### config.mk
export PLATFORM = sky130hd
export DESIGN_NAME = mips_boot_ctrl
export DESIGN_NICKNAME = d
export VERILOG_FILES = /design/src/rtl/mips_pkg.sv /design/src/rtl/mips_dbg_read_port.sv /design/src/rtl/mips_boot_ctrl.sv
export SDC_FILE = /design/constraint.sdc
export NUM_CORES = 1
export LEC_CHECK = 0
export CAP_MARGIN = 40
export CORE_MARGIN = 4
export CORE_UTILIZATION = 49
export DETAILED_ROUTE_END_ITERATION = 16
export GPL_TIMING_DRIVEN = 0
export PLACE_DENSITY = 0.84
export SYNTH_ARGS = -nofsm -noshare
export SYNTH_HDL_FRONTEND = slang
export SYNTH_SLANG_ARGS = --single-unit
### constraint.sdc
create_clock -name clock -period 5.6 [get_ports clock]
set_input_delay 1.12 -clock clock [delete_from_list [all_inputs] [get_ports clock]]
set_output_delay 1.12 -clock clock [all_outputs]
set_load 0.02 [all_outputs]
### src/rtl/mips_pkg.sv
`default_nettype none
// ============================================================================
// Module   : mips_pkg
// Brief    : Shared width and boot-sequencer state type for the MIPS boot controller.
// Revision : 1.0
// ============================================================================
package mips_pkg;

    localparam int WIDTH = 32;

    typedef enum logic [2:0] {
        IDLE  = 3'd0,
        LOAD  = 3'd1,
        FLUSH = 3'd2,
        RUN   = 3'd3,
        HALT  = 3'd4
    } boot_state_t;

endpackage
`default_nettype wire

### src/rtl/mips_dbg_read_port.sv
`default_nettype none
// ============================================================================
// Module   : mips_dbg_read_port
// Brief    : Two-stage data-memory debug read sequencer, one read outstanding.
// Revision : 1.0
// ============================================================================
module mips_dbg_read_port #(
    parameter int WIDTH = mips_pkg::WIDTH
) (
    input  logic             clock,
    input  logic             reset_n_in,
    input  logic             enable_in,
    input  logic             dbg_req_in,
    input  logic [WIDTH-1:0] dbg_addr_in,
    input  logic [WIDTH-1:0] read_data_in,
    output logic [WIDTH-1:0] read_data_address_out,
    output logic             dbg_ack_out,
    output logic [WIDTH-1:0] dbg_data_out
);

    logic             r_pending;
    logic             r_ack;
    logic [WIDTH-1:0] r_addr;
    logic [WIDTH-1:0] r_data;
    logic             w_accept;

    // A request arriving while the previous one is still on the address bus is dropped.
    assign w_accept = enable_in && dbg_req_in && !r_pending;

    always_ff @(posedge clock or negedge reset_n_in) begin
        if (!reset_n_in) begin
            r_pending <= 1'b0;
            r_ack     <= 1'b0;
            r_addr    <= '0;
            r_data    <= '0;
        end else begin
            r_pending <= w_accept;
            r_ack     <= r_pending;
            if (w_accept) begin
                r_addr <= dbg_addr_in;
            end
            if (r_pending) begin
                r_data <= read_data_in;
            end
        end
    end

    assign read_data_address_out = r_addr;
    assign dbg_ack_out           = r_ack;
    assign dbg_data_out          = r_data;

endmodule
`default_nettype wire

### src/rtl/mips_boot_ctrl.sv
`default_nettype none
// ============================================================================
// Module   : mips_boot_ctrl
// Brief    : Boot/run sequencer: program load, flush, budgeted run, halt, debug reads.
// Revision : 1.0
// ============================================================================
module mips_boot_ctrl #(
    parameter int WIDTH        = mips_pkg::WIDTH,
    parameter int DEPTH        = 256,
    parameter int FLUSH_CYCLES = 2,
    parameter int RUN_W        = 16
) (
    input  logic                   clock,
    input  logic                   reset_n_in,
    input  logic                   start_in,
    input  logic                   abort_in,
    input  logic [$clog2(DEPTH):0] word_count_in,
    input  logic [RUN_W-1:0]       run_cycles_in,
    input  logic                   wr_valid_in,
    input  logic [WIDTH-1:0]       wr_data_in,
    output logic                   wr_ready_out,
    output logic                   instrWrite_out,
    output logic [WIDTH-1:0]       instr_address_out,
    output logic [WIDTH-1:0]       instr_out,
    output logic                   core_reset_out,
    output logic [WIDTH-1:0]       read_data_address_out,
    input  logic [WIDTH-1:0]       read_data_in,
    input  logic                   dbg_req_in,
    input  logic [WIDTH-1:0]       dbg_addr_in,
    output logic                   dbg_ack_out,
    output logic [WIDTH-1:0]       dbg_data_out,
    output logic                   busy_out,
    output logic                   done_out,
    output logic                   error_out
);
    import mips_pkg::*;

    localparam int CNT_W   = $clog2(DEPTH) + 1;
    localparam int FLUSH_W = (FLUSH_CYCLES < 1) ? 1 : $clog2(FLUSH_CYCLES + 1);

    localparam logic [CNT_W-1:0]   c_depth      = CNT_W'(DEPTH);
    localparam logic [CNT_W-1:0]   c_cnt_one    = CNT_W'(1);
    localparam logic [FLUSH_W-1:0] c_flush_one  = FLUSH_W'(1);
    localparam logic [FLUSH_W-1:0] c_flush_last = FLUSH_W'(FLUSH_CYCLES);
    localparam logic [RUN_W-1:0]   c_run_one    = RUN_W'(1);

    boot_state_t        r_state;
    boot_state_t        w_state_next;
    logic [CNT_W-1:0]   r_count;
    logic [CNT_W-1:0]   r_index;
    logic [RUN_W-1:0]   r_budget;
    logic [RUN_W-1:0]   r_run_cnt;
    logic [FLUSH_W-1:0] r_flush_cnt;
    logic               r_error;
    logic               r_wr_strobe;
    logic [WIDTH-1:0]   r_instr_address;
    logic [WIDTH-1:0]   r_instr;

    logic w_idle_or_halt;
    logic w_count_ok;
    logic w_start_accept;
    logic w_start_reject;
    logic w_handshake;
    logic w_last_word;
    logic w_budget_done;

    assign w_idle_or_halt = (r_state == IDLE) || (r_state == HALT);
    assign w_count_ok     = (word_count_in != '0) && (word_count_in <= c_depth);
    // Abort takes priority over a simultaneous start.
    assign w_start_accept = w_idle_or_halt && start_in && !abort_in && w_count_ok;
    assign w_start_reject = w_idle_or_halt && start_in && !abort_in && !w_count_ok;
    assign w_handshake    = (r_state == LOAD) && wr_valid_in;
    assign w_last_word    = w_handshake && (r_index == r_count - c_cnt_one);
    assign w_budget_done  = (r_budget != '0) && (r_run_cnt == r_budget - c_run_one);

    always_comb begin
        w_state_next   = r_state;
        wr_ready_out   = 1'b0;
        busy_out       = 1'b0;
        done_out       = 1'b0;
        core_reset_out = 1'b1;
        case (r_state)
            IDLE: begin
                if (w_start_accept) w_state_next = LOAD;
            end
            LOAD: begin
                wr_ready_out = 1'b1;
                busy_out     = 1'b1;
                if (abort_in)         w_state_next = IDLE;
                else if (w_last_word) w_state_next = FLUSH;
            end
            FLUSH: begin
                // Covers the final strobe cycle plus FLUSH_CYCLES quiet cycles.
                busy_out = 1'b1;
                if (abort_in)                          w_state_next = IDLE;
                else if (r_flush_cnt == c_flush_last)  w_state_next = RUN;
            end
            RUN: begin
                busy_out       = 1'b1;
                core_reset_out = 1'b0;
                if (abort_in || w_budget_done) w_state_next = HALT;
            end
            HALT: begin
                done_out = 1'b1;
                if (w_start_accept) w_state_next = LOAD;
            end
            default: w_state_next = IDLE;
        endcase
    end

    always_ff @(posedge clock or negedge reset_n_in) begin
        if (!reset_n_in) begin
            r_state         <= IDLE;
            r_count         <= '0;
            r_index         <= '0;
            r_budget        <= '0;
            r_run_cnt       <= '0;
            r_flush_cnt     <= '0;
            r_error         <= 1'b0;
            r_wr_strobe     <= 1'b0;
            r_instr_address <= '0;
            r_instr         <= '0;
        end else begin
            r_state     <= w_state_next;
            r_wr_strobe <= w_handshake;
            if (w_handshake) begin
                r_instr_address <= WIDTH'({r_index, 2'b00});
                r_instr         <= wr_data_in;
                r_index         <= r_index + c_cnt_one;
            end
            if (w_start_accept) begin
                r_count  <= word_count_in;
                r_budget <= run_cycles_in;
                r_index  <= '0;
            end
            r_flush_cnt <= (r_state == FLUSH) ? r_flush_cnt + c_flush_one : '0;
            r_run_cnt   <= (r_state == RUN) ? r_run_cnt + c_run_one : '0;
            if (w_start_reject) begin
                r_error <= 1'b1;
            end else if (w_start_accept) begin
                r_error <= 1'b0;
            end else if (abort_in && ((r_state == LOAD) || (r_state == FLUSH))) begin
                r_error <= 1'b1;
            end
        end
    end

    assign instrWrite_out    = r_wr_strobe;
    assign instr_address_out = r_instr_address;
    assign instr_out         = r_instr;
    assign error_out         = r_error;

    mips_dbg_read_port #(
        .WIDTH (WIDTH)
    ) u_dbg_read_port (
        .clock                 (clock),
        .reset_n_in            (reset_n_in),
        .enable_in             (w_idle_or_halt),
        .dbg_req_in            (dbg_req_in),
        .dbg_addr_in           (dbg_addr_in),
        .read_data_in          (read_data_in),
        .read_data_address_out (read_data_address_out),
        .dbg_ack_out           (dbg_ack_out),
        .dbg_data_out          (dbg_data_out)
    );

endmodule
`default_nettype wire
==> results by stage <==
CTS:
- The number of gates given a new drive strength after cts is 0.
- The total number of clock tree sinks is around 160.
- In this run the clock root is driven by a sky130_fd_sc_hd__clkbuf_16.
- The number of buffers created by CTS is 17.
- In this run the post-CTS setup repair buffer count came out at 0.
- The clock insertion delay at the later pin of the skew report is 0.43 ns.
- The clock transition at the registers of the reported paths is approximately 0.060 ns.
- The hold buffer count at cts is 0.
- The H-tree generated during clock tree synthesis spans 4 levels.
- The number of buffers on the longest clock path is 2.
- TritonCTS built the clock tree.

Critical path:
- The maximum fanout encountered on the critical timing path is 10.
- The signal on the critical path passes through clkbuf_1 > nand3_1 > clkbuf_1 > clkbuf_1 > clkdlybuf4s50_1.
- The cell at the slowest stage of the critical path is sky130_fd_sc_hd__clkdlybuf4s50_1.
- Together, buffers and inverters on the worst path number 4.
- STA classifies the critical path startpoint as a register.
- Data arrives at the worst endpoint at 2.76 ns.
- The critical path's largest stage delay is 0.71 ns.
- By instance count, the cell type seen most on the critical path is sky130_fd_sc_hd__clkbuf_1.
- The required arrival time at the worst endpoint is about 4.5 ns.
- The worst setup path is of the reg -> out kind.
- On the critical path the largest part of the delay comes from buffers and inverters.
- The element type at the critical path end is a primary output.

Placement:
- Routability-driven placement finished with a final weighted congestion of 0.8880.
- The detailed-placement wirelength estimate is 15.08 mm.
- Once placement finished, the instance area stood at 10,290 µm².
- The worst slack after detailed placement is 1.751 ns.
- The total of buffers placed on input and output ports is 238.

Final layout:
- From synthesis to final layout, the design area changed by 43.50%.
- The number of nets at the end of the flow is 1,062.
- Of the cells placed in the final design, the portion with a size suffix greater than 1 is 18.37%.
- The summed area of non-filler cells in the final layout is 10,840 µm².

Power:
- The fraction of power spent switching nets is between 30% and 40%.
- The analysis attributes to net switching a power of 2.154 mW.
- The analysis attributes to cell leakage a power of 4.607 nW.
- The internal power of the cells totals ~3.6 mW.
- The total design power is 5.793 mW.
- Dividing total power by cell area gives a power density of 534.3 nW/µm².
- Combinational cells account for between 40 and 50% of the total power.
- The worst voltage drop across the vdd grid is a little over 0.4 mV.
- The part of the total power dissipated in sequential elements is between 30% and 40%.
- The clock network accounts for between 10% and 20% of the total power.

Status:
- The run finished with clean final reports.

Timing:
- At the pin with the least slew margin, the transition time is around 0.84 ns.
- The worst pin sits at a relative slew slack of 43.68%.
- The count of final max-slew check failures was 0.
- The time the worst path needs with I/O delays and setup is between 3 and 4 ns.
- Setup slack closes at 1.722 ns.
- Adding up every negative setup slack in the final design gives 0 ns.
- Dividing the final minimum period by the clock period gives 69.25%.
- Setup repair after global routing left no endpoint under its margin.
- The clock skew is 0.01048 ns.
- The final number of hold-violating endpoints came to 0.
- The fmax is 257.9 MHz.
- Setup violations remaining at the end of the flow were counted as 0.

Routing:
- The number of DRC violations after detailed routing is 0.
- After detailed routing, the average wire length per cell comes to about 18 µm.
- The final routed wirelength across all metal layers is 20.46 mm.
- The total via count after detailed routing is approximately 5,800.
- The detail route stage leaves a number of antenna-violating nets equal to 0.
- Before antenna repair, the detailed router went through 5 iterations.
- The detailed router finished its first iteration with roughly 330 violations.
- Using the TritonRoute via totals, the vias-per-cell ratio works out to 5.157.

Yosys:
- The dominant register cell in the synthesized netlist is sky130_fd_sc_hd__dfrtp_1.
- After synthesis, flip-flops and latches occupy roughly 54% of the total area.
- The synthesized instance count is 649.
- The post-synthesis cell type count is 55.
- The synthesized design devotes to its leading area cell type 54.31% of total area.
- The synthesized area per cell is 11.64 µm².
- The number of flops mapped to enable cells by yosys is 0.
- The cell area that synthesis handed to floorplanning was 7556 µm².
- The number of flip-flops and latches in the synthesized netlist is 164.
- Sorting the synthesized cells by area gives the leading types as sky130_fd_sc_hd__dfrtp_1, sky130_fd_sc_hd__mux2_2, sky130_fd_sc_hd__nand2_1.
- After synthesis, the share of flip-flops with an asynchronous set or reset is between 90% and 100%.
- The synthesized design spends more area on one cell type than any other, namely sky130_fd_sc_hd__dfrtp_1.
- For this run, the number of Yosys warnings is 0.

Floorplanning:
- The die extent in y is 132.2 µm.
- The area of the die is 17,470 µm².
- The x dimension of the die is 132.2 µm.
- The region available for standard cell placement spans 15,150 µm².
- In this run the core area contains 45 standard-cell rows.
- For this design the top-level I/O count stands at 262.
- The initial standard-cell utilization of the core is 49.89%.

Global routing:
- The first-pass GRT wire length is 32.22 mm.
- The maximum number of pins on one net before global-route repair is 86.
- The via count of the first global-routing pass is 6,180.
- Global routing used between 20% and 30% of the available tracks across all layers.
- The remaining global-route overflow is 0.
- The initial antenna violation count is 1.

Min path:
- The class of the worst hold path is reg -> reg.

Job:
- Max-cap violations in this run came to 0.
## Yosys cell counts, drive strengths merged, types with 3 or more instances
cell type,instances
a2111oi,3
a21oi,9
and3,3
and4,3
buf,26
clkbuf,27
dfrtp,164
ha,5
inv,15
mux2,105
nand2,71
nand2b,7
nand3,16
nand3b,4
nand4,9
nor2,45
nor3,7
nor3b,6
nor4,9
nor4b,4
o21ai,11
or2,3
or4,9
xnor2,23
xor2,24
## worst reg2reg max path, cell delays in order (launching register included)
cell and delay (ns):
sky130_fd_sc_hd__dfrtp_1 0.36, sky130_fd_sc_hd__clkbuf_1 0.20, sky130_fd_sc_hd__inv_1 0.12, sky130_fd_sc_hd__ha_1 0.14, sky130_fd_sc_hd__clkbuf_1 0.35, sky130_fd_sc_hd__inv_1 0.18
sky130_fd_sc_hd__or4_1 0.55, sky130_fd_sc_hd__a2111oi_0 0.44, sky130_fd_sc_hd__o22ai_1 0.24, sky130_fd_sc_hd__nor4_2 0.42, sky130_fd_sc_hd__a21oi_1 0.13
## layout make-up
| cell class | instances | area, µm² |
|---|---|---|
| Fill cell | 1082 | 4303 |
| Timing Repair Buffer | 240 | 2420 |
| Clock inverter | 10 | 76.32 |
| Sequential cell | 164 | 4104 |
| Inverter | 15 | 56.30 |
| Tap cell | 188 | 235.2 |
| Clock buffer | 21 | 470.5 |
| Antenna cell | 1 | 2.502 |
| Multi-Input combinational cell | 439 | 3171 |
| Buffer | 53 | 307.8 |
## path summary, 6_finish.rpt
path / startpoint / endpoint / slack [ns] / cells after the start
max: r_state[1]$_DFFE_PN0P_ / core_reset_out / 1.72 / 5
min: u_dbg_read_port.r_pending$_DFF_PN0_ / u_dbg_read_port.dbg_ack_out$_DFF_PN0_ / 0.37 / 0
max reg2reg: r_budget[0]$_DFFE_PN0P_ / r_state[1]$_DFFE_PN0P_ / 2.33 / 10
min reg2reg: u_dbg_read_port.r_pending$_DFF_PN0_ / u_dbg_read_port.dbg_ack_out$_DFF_PN0_ / 0.37 / 0
max in group asynchronous: reset_n_in / u_dbg_read_port.read_data_address_out[11]$_DFFE_PN0P_ / 4.14 / 2
min in group asynchronous: reset_n_in / r_count[1]$_DFFE_PN0P_ / 0.66 / 1
## logic make-up after synthesis
| group | Yosys count | synth area share [%] |
|---|---|---|
| AO/OA/AOI/OAI | 49 | 4.504 |
| XOR/XNOR | 47 | 5.448 |
| adder cells (fa/ha/maj) | 5 | 0.8280 |
| buffers and inverters | 68 | 4.819 |
| flip-flops | 164 | 54.31 |
| multiplexers | 107 | 15.91 |
| other | 1 | 0.04963 |
| AND/OR/NAND/NOR | 208 | 14.12 |
## cell usage in the layout, fill, tap and decap left out, drive strengths merged, types with 3 or more instances in the layout
cell           count
and3               3
nor4b              4
buf               29
clkbuf            48
xor2              24
nand2             71
nand4              9
nand2b             7
clkinv             5
nor3b              6
or4                9
ha                 5
clkdlybuf4s50    237
a21oi              9
conb              23
nand3b             4
a2111oi            3
clkinvlp           3
mux2             105
o21ai             11
inv               17
or2                3
and4               3
nand3             16
nor2              45
nor4               9
nor3               7
xnor2             23
dfrtp            164
## flip-flops by register name, summed over array words and instances, names as in the netlist, 3 cells and up
signal,count
instr_address_out,9
instr_out,32
u_dbg_read_port.dbg_data_out,32
r_count,9
r_budget,16
u_dbg_read_port.read_data_address_out,32
r_index,9
r_run_cnt,16
r_state,3
## power groups by stage
| stage | registers [mW] | logic (mW) | clock network, mW |
|---|---|---|---|
| finish | 2.01 | 2.70 | 1.09 |
| global route | 2.07 | 2.88 | 1.16 |
| CTS | 2.01 | 2.72 | 1.11 |
| detailed placement | 2.02 | 2.69 | 0 |
| global placement | 1.99 | 2.65 | 0 |
| floorplan | 2.43 | 1.05 | 0 |
## per-stage QoR
| step | instances | util, % | hold slack, ns |
|---|---|---|---|
| floorplan | 671 | - | 0.3519 |
| CTS | 1130 | 71.57 | 0.3712 |
| detailed placement | 1099 | 67.96 | 0.3567 |
| global route | 1131 | 71.59 | 0.3868 |
| global placement | 1097 | 67.72 | 0.3541 |
| finish | 1131 | 71.59 | 0.3704 |
## metal layers
metal | global-route usage (%) | routed length, µm
met1 | 26.55 | 7908
met4 | 5.947 | 279
met2 | 40.31 | 10340
met5 | 0 | 0
met3 | 10.53 | 1932
No activity file was read; power rests on OpenSTA's default activity.
